--- src/rtl/ibex_pkg.sv ---
// Shared Ibex types and constants used by the bus arbiter.
package ibex_pkg;

  // Source ID carried through the response-routing queue.
  typedef enum logic {
    BusSrcInstr = 1'b0,
    BusSrcData  = 1'b1
  } bus_src_e;

  // Inverted-SECDED (39,32) integrity code of the all-zero data word.
  parameter logic [6:0] IbexZeroWordIntg = 7'h2A;

  // The other of the two bus sources; used to advance the round-robin pointer.
  function automatic bus_src_e bus_src_other(input bus_src_e src);
    return (src == BusSrcInstr) ? BusSrcData : BusSrcInstr;
  endfunction

endpackage

--- src/rtl/ibex_bus_arb_id_fifo.sv ---
// FIFO of 1-bit source IDs recording which host owns each in-flight transaction.
module ibex_bus_arb_id_fifo
  import ibex_pkg::*;
#(
  parameter int unsigned Depth = 2
) (
  input  logic     clk,
  input  logic     rst_n,
  input  logic     push,
  input  bus_src_e push_src,
  input  logic     pop,
  output logic     full,
  output logic     empty,
  output bus_src_e head
);

  localparam int unsigned PtrW = (Depth > 1) ? $clog2(Depth) : 1;
  localparam int unsigned CntW = $clog2(Depth + 1);

  logic [Depth-1:0] ids;
  logic [PtrW-1:0]  wr_ptr;
  logic [PtrW-1:0]  rd_ptr;
  logic [CntW-1:0]  count;
  logic             do_push;
  logic             do_pop;

  // Pointers wrap modulo Depth, which need not be a power of two.
  function automatic logic [PtrW-1:0] ptr_inc(input logic [PtrW-1:0] ptr);
    if (ptr == PtrW'(Depth - 1)) begin
      return '0;
    end
    return ptr + 1'b1;
  endfunction

  assign full    = (count == CntW'(Depth));
  assign empty   = (count == '0);
  assign do_push = push & ~full;
  assign do_pop  = pop & ~empty;
  assign head    = bus_src_e'(ids[rd_ptr]);

  // Storage, pointers and occupancy; a simultaneous push and pop leaves the count unchanged.
  always_ff @(posedge clk or negedge rst_n) begin
    if (!rst_n) begin
      ids    <= '0;
      wr_ptr <= '0;
      rd_ptr <= '0;
      count  <= '0;
    end else begin
      if (do_push) begin
        ids[wr_ptr] <= push_src;
        wr_ptr      <= ptr_inc(wr_ptr);
      end
      if (do_pop) begin
        rd_ptr <= ptr_inc(rd_ptr);
      end
      case ({do_push, do_pop})
        2'b10:   count <= count + 1'b1;
        2'b01:   count <= count - 1'b1;
        default: count <= count;
      endcase
    end
  end

endmodule

--- src/rtl/ibex_bus_arb.sv ---
// Merges Ibex instruction-fetch and data ports onto one memory port with zero added latency.
module ibex_bus_arb
  import ibex_pkg::*;
#(
  parameter int unsigned MaxOutstanding = 2,
  parameter bit          DataPriority   = 1'b1
) (
  input  logic        clk_i,
  input  logic        rst_ni,

  input  logic        instr_req_i,
  input  logic [31:0] instr_addr_i,
  output logic        instr_gnt_o,
  output logic        instr_rvalid_o,
  output logic [31:0] instr_rdata_o,
  output logic [6:0]  instr_rdata_intg_o,
  output logic        instr_err_o,

  input  logic        data_req_i,
  input  logic        data_we_i,
  input  logic [3:0]  data_be_i,
  input  logic [31:0] data_addr_i,
  input  logic [31:0] data_wdata_i,
  input  logic [6:0]  data_wdata_intg_i,
  output logic        data_gnt_o,
  output logic        data_rvalid_o,
  output logic [31:0] data_rdata_o,
  output logic [6:0]  data_rdata_intg_o,
  output logic        data_err_o,

  output logic        mem_req_o,
  output logic        mem_we_o,
  output logic [3:0]  mem_be_o,
  output logic [31:0] mem_addr_o,
  output logic [31:0] mem_wdata_o,
  output logic [6:0]  mem_wdata_intg_o,
  input  logic        mem_gnt_i,
  input  logic        mem_rvalid_i,
  input  logic [31:0] mem_rdata_i,
  input  logic [6:0]  mem_rdata_intg_i,
  input  logic        mem_err_i,

  output logic        busy_o,
  output logic        protocol_err_o
);

  typedef enum logic [1:0] {
    IDLE,
    LOCK_INSTR,
    LOCK_DATA
  } arb_state_e;

  arb_state_e state_q;
  arb_state_e state_d;
  bus_src_e   rr_ptr_q;
  bus_src_e   winner;
  bus_src_e   sel;
  bus_src_e   q_head;
  logic       sel_req;
  logic       q_full;
  logic       q_empty;
  logic       push;
  logic       pop;

  // Fresh arbitration: fixed data priority or round-robin, the pointer naming the preferred source.
  always_comb begin
    winner = BusSrcInstr;
    if (instr_req_i && data_req_i) begin
      winner = DataPriority ? BusSrcData : rr_ptr_q;
    end else if (data_req_i) begin
      winner = BusSrcData;
    end
  end

  // A stalled request keeps its selection so request and payload stay stable until granted.
  always_comb begin
    case (state_q)
      LOCK_INSTR: sel = BusSrcInstr;
      LOCK_DATA:  sel = BusSrcData;
      default:    sel = winner;
    endcase
  end

  assign sel_req   = (sel == BusSrcData) ? data_req_i : instr_req_i;
  assign mem_req_o = sel_req & ~q_full;
  assign push      = mem_req_o & mem_gnt_i;
  assign pop       = mem_rvalid_i & ~q_empty;

  // State register and round-robin pointer; the pointer moves only when a grant is accepted.
  always_ff @(posedge clk_i or negedge rst_ni) begin
    if (!rst_ni) begin
      state_q  <= IDLE;
      rr_ptr_q <= BusSrcInstr;
    end else begin
      state_q <= state_d;
      if (push) begin
        rr_ptr_q <= bus_src_other(sel);
      end
    end
  end

  // Lock on a stalled request, unlock on its grant (or if the host illegally withdraws it).
  always_comb begin
    state_d = state_q;
    case (state_q)
      IDLE: begin
        if (mem_req_o && !mem_gnt_i) begin
          state_d = (sel == BusSrcData) ? LOCK_DATA : LOCK_INSTR;
        end
      end
      LOCK_INSTR: begin
        if ((mem_req_o && mem_gnt_i) || !instr_req_i) begin
          state_d = IDLE;
        end
      end
      LOCK_DATA: begin
        if ((mem_req_o && mem_gnt_i) || !data_req_i) begin
          state_d = IDLE;
        end
      end
      default: state_d = IDLE;
    endcase
  end

  // Payload mux; instruction fetches are always full-word reads of zero write data.
  always_comb begin
    mem_we_o         = 1'b0;
    mem_be_o         = 4'hF;
    mem_addr_o       = instr_addr_i;
    mem_wdata_o      = 32'h0;
    mem_wdata_intg_o = IbexZeroWordIntg;
    if (sel == BusSrcData) begin
      mem_we_o         = data_we_i;
      mem_be_o         = data_be_i;
      mem_addr_o       = data_addr_i;
      mem_wdata_o      = data_wdata_i;
      mem_wdata_intg_o = data_wdata_intg_i;
    end
  end

  assign instr_gnt_o = push & (sel == BusSrcInstr);
  assign data_gnt_o  = push & (sel == BusSrcData);

  ibex_bus_arb_id_fifo #(
    .Depth (MaxOutstanding)
  ) u_id_fifo (
    .clk      (clk_i),
    .rst_n    (rst_ni),
    .push     (push),
    .push_src (sel),
    .pop      (pop),
    .full     (q_full),
    .empty    (q_empty),
    .head     (q_head)
  );

  assign instr_rvalid_o = pop & (q_head == BusSrcInstr);
  assign data_rvalid_o  = pop & (q_head == BusSrcData);

  assign instr_rdata_o      = mem_rdata_i;
  assign instr_rdata_intg_o = mem_rdata_intg_i;
  assign instr_err_o        = mem_err_i;
  assign data_rdata_o       = mem_rdata_i;
  assign data_rdata_intg_o  = mem_rdata_intg_i;
  assign data_err_o         = mem_err_i;

  assign busy_o         = ~q_empty;
  assign protocol_err_o = mem_rvalid_i & q_empty;

endmodule

--- config.mk ---
export PLATFORM = sky130hd
export DESIGN_NAME = ibex_bus_arb
export DESIGN_NICKNAME = d
export VERILOG_FILES = /design/src/rtl/ibex_pkg.sv /design/src/rtl/ibex_bus_arb_id_fifo.sv /design/src/rtl/ibex_bus_arb.sv
export SDC_FILE = /design/constraint.sdc
export NUM_CORES = 1
export LEC_CHECK = 0
export ABC_AREA = 1
export BUFFER_PORTS_ARGS = -buffer_cell sky130_fd_sc_hd__buf_2
export CORE_AREA = 2 2 123 125
export CTS_BUF_LIST = sky130_fd_sc_hd__clkbuf_4
export DETAILED_ROUTE_END_ITERATION = 10
export DIE_AREA = 0 0 125 127
export GPL_TIMING_DRIVEN = 0
export PLACE_DENSITY = 0.44
export SLEW_MARGIN = 5
export SYNTH_ARGS = -nofsm -noshare
export SYNTH_HDL_FRONTEND = slang
export SYNTH_SLANG_ARGS = --single-unit
--- constraint.sdc ---
create_clock -name clk_i -period 2.9 [get_ports clk_i]
set_input_delay 0.29 -clock clk_i [delete_from_list [all_inputs] [get_ports clk_i]]
set_output_delay 0.29 -clock clk_i [all_outputs]
set_load 0.005 [all_outputs]
==> metrics <==
Reg-to-Reg End u_id_fifo.count[1]; antenna-violating nets left 0; utilization after layout 25.7%; Inserted Clock Buffers 3; Leak 2.46 nW; # diodes 0; post-synthesis net count 494; final setup fails 0; first-pass GRT wire length 11,800 um; fin crit share 78.5%; P per Cell Area 564 nW/um^2; crit end category output pin; worst hold slack 326 ps; worst endpoint required time 2610 ps; All-Layer GR Usage 9.00%; Synth cell types 27; Clk Latency, worst-skew pair 260 ps; Post-CTS Resized 0; gr ovfl total 0; # fillers 1,666; Mapped Cells 336; top cells by area, synth buf_4 (29%), nand2_1 (19%), nor2_4 (11%), dfrtp_1 (9.7%), inv_1 (8.9%); via-per-instance ratio 3.45; number of H-tree levels 1; Die Y 127 um; fin crit period 2280 ps; top cell type's share of synthesized area 29.1%; gpl congestion 0.675; R2R Setup Slk 880 ps; row cnt 44; vias in the first global route 2,520; Layout Nets 776; FFs w/ async S/R, synth 100%; CTS root buf clkbuf_4; main flop type after synthesis dfrtp_1; drt drc 0; Avg Cell Area, Syn 6.14 sq um; Worst setup SP type flop; Max Cap Viol 0; synthesized area 2060 sq um; fmax 439 MHz; worst hold path startpoint mem_gnt_i; placed wire-length estimate 7500 um; worst-margin pin slew 249 ps; worst reg2reg path depth 10; number of flops mapped to enable cells by yosys 0; Chip Width 125 um; Core Box Area 14,400 sq um; worst hold path class input port to flop; I/O pin count 317; I/O Buffers 276; clk buf depth 2; CP Max Fanout 10; total wire length 8280 um; slew margin rel. 83.2%; RR Startpoint state_q[0]; crit path DAT 1990 ps; # clock sinks 8; register bit total from synthesis 8; Area Overhead vs Synth 79.6%; layout cells sized above 1 65.1%; Max VDD drop 0.222 mV; Slew Viols, Final 0; Yosys warnings 0; post-CTS setup buffers 0; Starting Density 14.3%; WL/cell 10.3 um; CP Class flop to output pin; Min-Delay Path Depth 3; placed cells 796; Die ar. 15,900 sq um; outcome completed; Total Power 2.09 mW; Reg clk slew, reported paths 50 ps; Cell Count, Final, Fillers Out 800; 1st-iter DRT viols 20; register area share after synthesis 9.70%; Pre-antenna DRT Iters 4; RSZ-0062 raised after global routing false; Hold Path Sink u_id_fifo.ids[0]; setup TNS 0 ps; DR vias 2,760; Fin Clk Skew 9.35 ps; antenna violations before repair 0; Final Hold Fails 0; CTS tree built; largest net degree at the start of global routing 11; Yosys top cell by area buf_4
-- power by group --
part / switching, mW / total (mW) / internal (mW)
registers: 0.0345 / 0.201 / 0.167
clock network: 0.0389 / 0.0863 / 0.0474
logic: 0.998 / 1.80 / 0.807
-- cell usage in the layout (no fill, tap or decap), types with 2 or more instances in the layout --
cell      count
o21ai_0       2
ha_1          4
nand2_1     106
nand3_1       3
xor2_1        2
o21ai_1       2
or2_1         7
nor2_1       25
buf_8         2
inv_1        49
xnor2_1       2
clkbuf_4      3
buf_4        80
nor2_4       21
dfrtp_1       8
buf_2       284
nand2_2       3
nor2_2        2
-- how the worst max path moves through the flow --
| stage | start | end | slack, ps | cells past startpoint |
|---|---|---|---|---|
| 2_1_floorplan | state_q[0] | u_id_fifo.count[1] | 1020 | 10 |
| 3_3_place_gp | state_q[0] | mem_wdata_o[16] | 840 | 9 |
| 3_5_place_dp | state_q[0] | mem_wdata_o[16] | 830 | 9 |
| 4_1_cts | state_q[0] | mem_wdata_o[16] | 550 | 9 |
| 5_1_grt | state_q[0] | mem_addr_o[16] | 460 | 9 |
| 6_report | state_q[0] | mem_wdata_o[16] | 620 | 9 |
-- final cells by class --
| class | instances | area, sq um | area share [%] |
|---|---|---|---|
| Multi-Input combinational cell | 187 | 995 | 26.8 |
| Sequential cell | 8 | 200 | 5.40 |
| Clock buffer | 3 | 22.5 | 0.607 |
| Buffer | 91 | 682 | 18.4 |
| Timing Repair Buffer | 277 | 1390 | 37.5 |
| Inverter | 50 | 188 | 5.06 |
| Tap cell | 184 | 230 | 6.21 |
-- flip-flops by register name (all words and copies together), names as in the netlist --
name              count
state_q               2
u_id_fifo.count       2
u_id_fifo.ids         2
u_id_fifo.rd_ptr      1
u_id_fifo.wr_ptr      1
-- cells in the mapped netlist (all sizes together), types with 2 or more instances --
cell type and count:
nor2 48, xor2 2, or2 8, xnor2 2
inv 50, ha 4, buf 91, o21ai 4
nand3 5, nand2 110, dfrtp 8
-- through the flow --
| stage | setup slack, ps | instance area [sq um] |
|---|---|---|
| 6_report | 623 | 3710 |
| 5_1_grt | 464 | 3710 |
| 4_1_cts | 554 | 3710 |
| 3_5_place_dp | 835 | 3680 |
| 3_3_place_gp | 844 | 3680 |
| 2_1_floorplan | 1020 | 2060 |
-- repair_timing --
action,CTS,global route
hold buffers,1,0
endpoints found under the hold margin,8,0
setup endpoints to repair,0,0
-- metal layers --
layer  part of all wire (%)  global-route usage (%)  wire [um]
met3                     11                    1.80        872
met1                     37                    9.80       3070
met5                      0                       0          0
met2                     52                    18.1       4290
met4                   0.65                    1.57         54
-- cell families (layout without fill, tap and decap cells) --
logic type | Yosys count | count (layout) | synth area share [%]
AO/OA/AOI/OAI | 6 | 6 | 1.64
XOR/XNOR | 4 | 4 | 1.70
adder cells (fa/ha/maj) | 4 | 4 | 2.42
buffers and inverters | 141 | 421 | 42.1
flip-flops | 8 | 8 | 9.70
AND/OR/NAND/NOR | 173 | 173 | 42.4
-- critical path, cell delays in order, from the launching register on --
cell,delay (ps)
dfrtp_1,360
inv_1,70
ha_1,320
nand2_2,130
nand2_4,120
inv_2,180
buf_6,180
buf_8,200
nor2_4,30
buf_2,130
No activity file was read; power rests on OpenSTA's default activity.
